File: src/rtl/lsu_pkg.sv
// Shared types and decode helpers for the load/store unit.
// Holds the FSM state encoding, RV32 funct3 codes and the access legality check.
package lsu_pkg;

    typedef enum logic [1:0] {
        IDLE = 2'b00,
        RD   = 2'b01,
        WR   = 2'b10,
        RESP = 2'b11
    } state_t;

    localparam logic [2:0] F3_B  = 3'b000;
    localparam logic [2:0] F3_H  = 3'b001;
    localparam logic [2:0] F3_W  = 3'b010;
    localparam logic [2:0] F3_BU = 3'b100;
    localparam logic [2:0] F3_HU = 3'b101;

    // An access is an error if the funct3 code is not legal for its direction,
    // or if a halfword/word access is not naturally aligned.
    function automatic logic access_err(input logic       we,
                                        input logic [2:0] funct3,
                                        input logic [1:0] addr_lo);
        logic legal;
        logic misaligned;
        case (funct3)
            F3_B, F3_H, F3_W: legal = 1'b1;
            F3_BU, F3_HU:     legal = ~we;
            default:          legal = 1'b0;
        endcase
        case (funct3[1:0])
            2'b01:   misaligned = addr_lo[0];
            2'b10:   misaligned = (addr_lo != 2'b00);
            default: misaligned = 1'b0;
        endcase
        return ~legal | misaligned;
    endfunction

endpackage

File: src/rtl/lsu_align.sv
// Purely combinational byte-lane logic: store mask/shift and load shift/extend.
// Byte offset comes from the low address bits; size and signedness from funct3.
module lsu_align
    import lsu_pkg::*;
(
    input  logic [2:0]  funct3,
    input  logic [1:0]  addr_lo,
    input  logic [31:0] wdata,
    input  logic [31:0] rdata_raw,
    output logic [3:0]  mask,
    output logic [31:0] wdata_shifted,
    output logic [31:0] rdata_ext
);

    logic [4:0]  shamt;
    logic [3:0]  base_mask;
    logic [31:0] rdata_shifted;

    always_comb begin
        shamt = {addr_lo, 3'b000};
        case (funct3[1:0])
            2'b00:   base_mask = 4'b0001;
            2'b01:   base_mask = 4'b0011;
            default: base_mask = 4'b1111;
        endcase
        mask          = base_mask << addr_lo;
        wdata_shifted = wdata << shamt;
        rdata_shifted = rdata_raw >> shamt;
        case (funct3)
            F3_B:    rdata_ext = {{24{rdata_shifted[7]}}, rdata_shifted[7:0]};
            F3_H:    rdata_ext = {{16{rdata_shifted[15]}}, rdata_shifted[15:0]};
            F3_BU:   rdata_ext = {24'h0, rdata_shifted[7:0]};
            F3_HU:   rdata_ext = {16'h0, rdata_shifted[15:0]};
            default: rdata_ext = rdata_shifted;
        endcase
    end

endmodule

File: src/rtl/lsu.sv
// Single-outstanding load/store unit bridging a core request port to a simple
// memory initiator; one request is taken in IDLE and answered before the next.
module lsu
    import lsu_pkg::*;
#(
    parameter int unsigned MEM_LAT = 1
) (
    input  logic        clk,
    input  logic        rst,
    input  logic        req_valid,
    output logic        req_ready,
    input  logic        req_we,
    input  logic [2:0]  req_funct3,
    input  logic [31:0] req_addr,
    input  logic [31:0] req_wdata,
    output logic        resp_valid,
    input  logic        resp_ready,
    output logic [31:0] resp_rdata,
    output logic        resp_err,
    output logic        mem_read,
    output logic        mem_write,
    output logic [31:0] mem_addr,
    output logic [31:0] mem_wdata,
    output logic [3:0]  mem_mask,
    input  logic [31:0] mem_rdata
);

    state_t      state;
    state_t      state_next;
    logic [3:0]  cnt;
    logic [31:0] addr_q;
    logic [2:0]  funct3_q;
    logic        we_q;
    logic [31:0] wdata_q;
    logic        err_q;
    logic [31:0] rdata_q;
    logic        err_now;
    logic        accept;
    logic [3:0]  align_mask;
    logic [31:0] align_wdata;
    logic [31:0] align_rdata;

    assign err_now = access_err(req_we, req_funct3, req_addr[1:0]);
    assign accept  = (state == IDLE) && req_valid;

    always_ff @(posedge clk or negedge rst) begin
        if (!rst) begin
            state <= IDLE;
        end else begin
            state <= state_next;
        end
    end

    always_comb begin
        state_next = state;
        case (state)
            IDLE: begin
                if (req_valid) begin
                    if (err_now)     state_next = RESP;
                    else if (req_we) state_next = WR;
                    else             state_next = RD;
                end
            end
            RD:      if (cnt == 4'd0) state_next = RESP;
            WR:      state_next = RESP;
            RESP:    if (resp_ready) state_next = IDLE;
            default: state_next = IDLE;
        endcase
    end

    // The counter is preloaded so that mem_read spans MEM_LAT cycles and the
    // memory word is captured on the edge that ends the final RD cycle.
    always_ff @(posedge clk or negedge rst) begin
        if (!rst) begin
            cnt      <= 4'd0;
            addr_q   <= 32'h0;
            funct3_q <= 3'b000;
            we_q     <= 1'b0;
            wdata_q  <= 32'h0;
            err_q    <= 1'b0;
            rdata_q  <= 32'h0;
        end else if (accept) begin
            cnt      <= 4'(MEM_LAT - 1);
            addr_q   <= req_addr;
            funct3_q <= req_funct3;
            we_q     <= req_we;
            wdata_q  <= req_wdata;
            err_q    <= err_now;
        end else if (state == RD) begin
            if (cnt == 4'd0) begin
                rdata_q <= mem_rdata;
            end else begin
                cnt <= cnt - 4'd1;
            end
        end
    end

    lsu_align u_align (
        .funct3        (funct3_q),
        .addr_lo       (addr_q[1:0]),
        .wdata         (wdata_q),
        .rdata_raw     (rdata_q),
        .mask          (align_mask),
        .wdata_shifted (align_wdata),
        .rdata_ext     (align_rdata)
    );

    always_comb begin
        req_ready  = (state == IDLE) && rst;
        resp_valid = 1'b0;
        resp_err   = 1'b0;
        resp_rdata = 32'h0;
        mem_read   = 1'b0;
        mem_write  = 1'b0;
        mem_addr   = 32'h0;
        mem_wdata  = 32'h0;
        mem_mask   = 4'b0000;
        case (state)
            RD: begin
                mem_read = 1'b1;
                mem_addr = {addr_q[31:2], 2'b00};
                mem_mask = align_mask;
            end
            WR: begin
                mem_write = 1'b1;
                mem_addr  = {addr_q[31:2], 2'b00};
                mem_mask  = align_mask;
                mem_wdata = align_wdata;
            end
            RESP: begin
                resp_valid = 1'b1;
                resp_err   = err_q;
                resp_rdata = (!we_q && !err_q) ? align_rdata : 32'h0;
            end
            default: ;
        endcase
    end

endmodule

File: config.mk
export PLATFORM = sky130hd
export DESIGN_NAME = lsu
export DESIGN_NICKNAME = d
export VERILOG_FILES = /design/src/rtl/lsu_pkg.sv /design/src/rtl/lsu_align.sv /design/src/rtl/lsu.sv
export SDC_FILE = /design/constraint.sdc
export NUM_CORES = 1
export LEC_CHECK = 0
export ABC_CLOCK_PERIOD_IN_PS = 4600
export CAP_MARGIN = 10
export CORE_MARGIN = 5
export CORE_UTILIZATION = 30
export DETAILED_ROUTE_END_ITERATION = 8
export GPL_ROUTABILITY_DRIVEN = 0
export GPL_TIMING_DRIVEN = 0
export PLACE_DENSITY = 0.61
export REMOVE_ABC_BUFFERS = 1
export SYNTH_ARGS = -nofsm -noshare
export SYNTH_HDL_FRONTEND = slang
export SYNTH_SLANG_ARGS = --single-unit
File: constraint.sdc
create_clock -name clk -period 4.6 [get_ports clk]
set_clock_uncertainty 0.2 [all_clocks]
set_input_delay 0.92 -clock clk [delete_from_list [all_inputs] [get_ports clk]]
set_output_delay 0.92 -clock clk [all_outputs]
set_load 0.005 [all_outputs]
# After elaboration in Yosys (flattened, before gate mapping)

Cells that the tools add are included.

Flip-flop bits (word level): 107
Input port bits: 104
Output and inout bits: 105

$add $sub $neg: 1
Equality and inequality tests: 17
Shifts and indexed selects: 3
Multiplexer cells: 22
Bitwise gates (word level): 4
Reductions and logical operators: 18

Operator list:

| operator                                                               | count |
|---|---|
| 32-bit two-way mux                                                     | 4 |
| 32-bit one-hot mux with 4 select lines                                 | 1 |
| 32-bit by 5-bit left shift with 32-bit output                          | 1 |
| 32-bit by 5-bit >> shifter with 32-bit output                          | 1 |
| 4-bit two-way mux                                                      | 4 |
| 3-bit equality test (second input constant)                            | 4 |
| 2-bit two-way mux                                                      | 5 |
| 2-bit inequality test (second input constant)                          | 4 |
| 2-bit one-hot mux with 4 select lines                                  | 1 |
| 4-bit one-hot mux with 2 select lines                                  | 1 |
| 2-bit by 1-bit equality test with 1-bit output (second input constant) | 3 |
| 2-bit equality test (second input constant)                            | 3 |
| 3-bit by 1-bit equality test with 1-bit output (second input constant) | 2 |
| 3-bit zero test                                                        | 2 |
| 3-bit AND reduction                                                    | 2 |
| 2-bit zero test                                                        | 2 |
| 4-bit zero test                                                        | 1 |
| 1-bit two-way mux                                                      | 4 |
| 1-bit one-hot mux with 2 select lines                                  | 2 |
| 2-bit nonzero test                                                     | 2 |
| 2-bit OR reduction                                                     | 2 |
| 4-bit by 2-bit left shift with 4-bit output                            | 1 |
| 4-bit by 1-bit subtractor with 4-bit output (second input constant)    | 1 |
| 3-bit by 2-bit equality test with 1-bit output (second input constant) | 1 |
| 6 further kinds                                                        | 11 |

# Longest topological paths before layout

Depth in word-level cells: 8
Depth in mapped cells: 7
Gate-level depth less buffers: 6

# Hierarchy

From an unflattened synthesis, not the netlist that was laid out.

Cells, all modules: 594
Area total of the unflattened synthesis: 6615.1 um2

By module, submodules not included:

| module    | times used | cells each | area an instance (um2) | sequential area each (um2) |
|---|---|---|---|---|
| lsu       | 1          | 386        | 5152.4                 | 2677.6 |
| lsu_align | 1          | 208        | 1462.7                 | 0.0 |

# Least setup slack after synthesis

OpenSTA, ideal clock, no wires.

Path kind: reg-to-output
Start point: register state[0]
End point: output port resp_rdata[24]
Arrival: 1828 ps
Required time: 3480 ps
Slack: 1652 ps
Stages on the path, launching flop included: 8
Buffers on the path: 2
Path through: dfrtp_1 ha_1 or3b_1 buf_6 or3b_1 buf_6 nor2_8 a21o_1

Word-level cells in the longest chain between the ends: 2

RTL lines:

| item                   | line       | source |
|---|---|---|
| from (decl)            | lsu.sv:28  | `state_t state;` |
| from (signal assigned) | lsu.sv:50  | `state <= state_next;` |
| 2-bit equality test    | lsu.sv:118 | `case (state)` |
| 32-bit two-way mux     | lsu.sv:118 |  |
| to (decl)              | lsu.sv:18  | `output logic [31:0] resp_rdata,` |

Every way passes these cells.

# Worst setup path in the final report

Start point: register addr_q[0]
End point: output port resp_rdata[30]

Word-level cells in the longest chain between the ends: 4

RTL lines:

| item                                          | line            | source |
|---|---|---|
| from (decl)                                   | lsu.sv:31       | `logic [31:0] addr_q;` |
| from (signal assigned)                        | lsu.sv:84       | `addr_q <= req_addr;` |
| 32-bit by 5-bit >> shifter with 32-bit output | lsu_align.sv:28 | `rdata_shifted = rdata_raw >> shamt;` |
| 32-bit one-hot mux with 4 select lines        | lsu_align.sv:29 | `case (funct3)` |
| 32-bit two-way mux                            | lsu.sv:133      | `resp_rdata = (!we_q && !err_q) ? align_rdata : 32'h0;` |
| 32-bit two-way mux                            | lsu.sv:118      |  |

Every way passes these cells.

==> impl_metrics.csv <==
group,metric,value,unit
clocking,clk_latency,0.35,ns
routing,via_per_inst,4.791,
synthesis,synth-adder-area-share,2.120,%
routing,drtIter0Drc,135,
power_and_ir_drop,leakage,3.602,nW
worst_setup_path,required,3.48,ns
min_path,min_path_cells,1,
synthesis,ys_top_cells_by_count,"107 x dfrtp_1, 96 x mux2_2, 57 x and2_1",
floorplanning,coreArea,0.01940,mm^2
clocking,cts_buffers,9,
synthesis,yosysMostFrequentCell,"dfrtp_1",
final_layout,layoutNonFillerInstCount,981,
synthesis,avgSynthCellArea,11.24,um^2
min_path,hp-class,"reg2reg",
floorplanning,rows,51,
synthesis,yosysWarnings,0,
worst_setup_path,max_stage_delay,0.78,ns
worst_setup_path,crit_chain,"and2b_2, a32oi_1, a2111oi_4, a21o_1, clkdlybuf4s50_1",
placed_design,placed_area,0.008218,mm^2
synthesis,synth_mux_area_share,26.21,%
worst_setup_path,crit_arrival,3.27,ns
final_layout,diodes,0,
timing,tightest_slew,0.9705,ns
global_route,grt_max_degree,58,
final_layout,area_growth,45.65,%
timing,fin_crit,4.387,ns
placed_design,post-place-ws,-0.1043,ns
floorplanning,fp.dieArea,0.02257,mm^2
worst_setup_path,cp_max_fo,38,
floorplanning,initial_core_util,30.42,%
synthesis,ys.flop_type,"dfrtp_1",
power_and_ir_drop,power_density,655.7,mW/mm^2
clocking,htree_levels,3,
timing,hold_viol_final,0,
timing,setup_viol,0,
final_layout,final_util,44.30,%
clocking,clk_pin_slew,0.07,ns
placed_design,io_buffers,206,
synthesis,yosysTopAreaCellShare,45.38,%
timing,relSlewSlack,35.30,%
global_route,antenna_found_initial,1,
clocking,cts_root_buffer,"clkbuf_16",
power_and_ir_drop,max-vdd-ir-drop,0.0003717,V
worst_setup_path,path_buf_inv,1,
timing,layout_worst_path_cycle_share,95.36,%
timing,rsz0062_at_grt,"no",
routing,wire_per_inst,17.85,um
routing,route.final.wire_length,17.51,mm
routing,drcViolationCount,0,
routing,dr_total_vias,4700,
synthesis,synth_compound_area_share,9.436,%
synthesis,synth.area.top_cells,"dfrtp_1 45%, mux2_2 18%, and2_1 6.0%",
floorplanning,io_pins,209,
final_layout,fillers,1819,
floorplanning,dieHeight,150.2,um
run,drv_cap,0,
worst_setup_path,crit_family,"compound AO/OA/AOI/OAI gates",
timing,layout_setup_ws,0.2132,ns
synthesis,synth_edf_count,0,
timing,fmax,228.0,MHz
placed_design,dpl.hpwl,12.45,mm
outcome,outcome,"completed",
final_layout,drive_gt1_share,18.16,%
global_route,first_global_vias,5092,
worst_setup_path,crit_path_end_kind,"primary output",
synthesis,ys_ff_latch,107,
clocking,cts_buffer_depth,2,
routing,drt-pass1-iter-count,4,
synthesis,yosysSeqAreaShare,45.38,%
global_route,grt.total_usage,15.44,%
worst_setup_path,cp_slowest_cell,"dfrtp_4",
placed_design,dp.cells,964,
worst_setup_path,critical_path_class,"reg2out",
final_layout,design_area,0.008594,mm^2
synthesis,syn_area,0.005901,mm^2
synthesis,async_flop_share,100.0,%
timing,slew_viol_final,0,
clocking,ctsHoldBuffers,0,
routing,ant_nets,0,
clocking,cts.sinks,107,
synthesis,synthCells,525,
synthesis,yosysTopAreaCell,"dfrtp_1",
global_route,grt_overflow_total,0,
synthesis,yosys.area_share.xor_xnor,0.4453,%
floorplanning,die_x,150.2,um
final_layout,nets,825,
global_route,grt_pass1_wl,27.26,mm
synthesis,yosysUniqueCellTypes,42,
synthesis,synth_top_family_by_area,"multiplexers",
worst_setup_path,cp.depth,5,
clocking,cts_tree,"yes",
synthesis,synth_simple_gate_area_share,12.53,%
worst_setup_path,worstSetupStartpointType,"flop",
worst_setup_path,rr_worst_depth,5,
[layer usage]
metal | up-vias | GRT usage, % | part of all wire (%)
li1 | 2202 | - | -
met1 | 2328 | 18.85 | 42
met2 | 155 | 25.84 | 48
met3 | 13 | 6.261 | 8.5
met4 | 2 | 3.156 | 1.2
met5 | - | 0 | 0.11
[kinds of logic (layout without fill, tap and decap cells)]
logic type,after synthesis,after routing
simple gates,136,136
other cells,1,2
compound gates,80,80
mux,141,141
fa+ha+maj,10,10
xor+xnor,3,3
flops,107,107
buf+inv,47,237
[final cells by class]
| type | instances | area, um^2 | share of cell area [%] |
|---|---|---|---|
| timing repair buffer | 211 | 2175 | 25.30 |
| multi-input combinational | 372 | 3018 | 35.11 |
| sequential | 107 | 2683 | 31.21 |
| inverter | 10 | 37.54 | 0.4367 |
| tap | 265 | 331.6 | 3.858 |
| clock inverter | 7 | 125.1 | 1.456 |
| clock buffer | 9 | 225.2 | 2.620 |
[placed cells by master (no fill, tap or decap), types with 2 or more instances in the layout]
cell type | Yosys | routed
dfrtp_1 | 107 | 105
o211a_1 | 9 | 9
a211oi_1 | 15 | 15
o21ai_1 | 10 | 10
nand2_1 | 26 | 26
nor2_1 | 27 | 26
mux2_2 | 96 | 96
bufinv_16 | 0 | 3
nand2b_1 | 3 | 3
nand3_1 | 2 | 2
conb_1 | 1 | 2
o21ai_0 | 17 | 17
clkinv_4 | 0 | 3
a31oi_1 | 2 | 2
mux2_1 | 12 | 12
a21o_1 | 8 | 8
a21oi_1 | 11 | 11
nor2b_1 | 10 | 10
buf_12 | 0 | 3
xor2_1 | 2 | 2
inv_1 | 10 | 10
clkbuf_16 | 0 | 9
mux2i_1 | 33 | 33
clkdlybuf4s50_1 | 0 | 205
or2_2 | 2 | 2
nor3b_1 | 2 | 2
and2_1 | 57 | 56
buf_16 | 0 | 2
ha_1 | 10 | 9
[worst reg2reg max path: stages (launching register included)]
cell and delay [ns]:
dfrtp_1 0.39, inv_1 0.09, ha_1 0.16, or3b_1 0.47, a222oi_1 0.57, mux2_2 0.40
[path summary, 6_finish.rpt]
path	startpoint	endpoint	slack (ns)
min in group asynchronous	rst	cnt[1]	0.42
hold reg to reg	rdata_q[5]	rdata_q[5]	0.28
hold / removal	rdata_q[5]	rdata_q[5]	0.28
setup reg to reg	cnt[0]	state[1]	2.21
setup / recovery	addr_q[0]	resp_rdata[30]	0.21
max in group asynchronous	rst	wdata_q[25]	3.05
[report_power, final]
group / total (W) / internal [W] / switching (W)
logic: 0.00290 / 0.00169 / 0.00120
registers: 0.00183 / 0.00142 / 0.000410
clock network: 0.000907 / 0.000537 / 0.000369
[flip-flops by register name, summed over array words and instances, names as in the netlist]
signal	flops
funct3_q	3
we_q	1
wdata_q	32
state	2
cnt	4
rdata_q	32
err_q	1
addr_q	32
[repair_timing]
| item | 4_1_cts | 5_1_grt |
|---|---|---|
| endpoints found under the hold margin | 0 | 0 |
| gates cloned | 0 | 0 |
| setup buffers | 1 | 0 |
| setup endpoints to repair | 20 | 8 |
| gates resized for setup | 2 | 2 |
| pin swaps | 0 | 1 |
[per-stage QoR]
step / TNS [ns] / total power [W] / hold WS, ns
2_1_floorplan: 0 / 0.003367 / 0.2496
3_3_place_gp: -243.24 / 0.004659 / 0.2618
3_5_place_dp: -0.6418 / 0.004748 / 0.2703
4_1_cts: 0 / 0.005727 / 0.2874
5_1_grt: 0 / 0.006065 / 0.3087
6_report: 0 / 0.005636 / 0.2835
No activity file was read; power rests on OpenSTA's default activity.
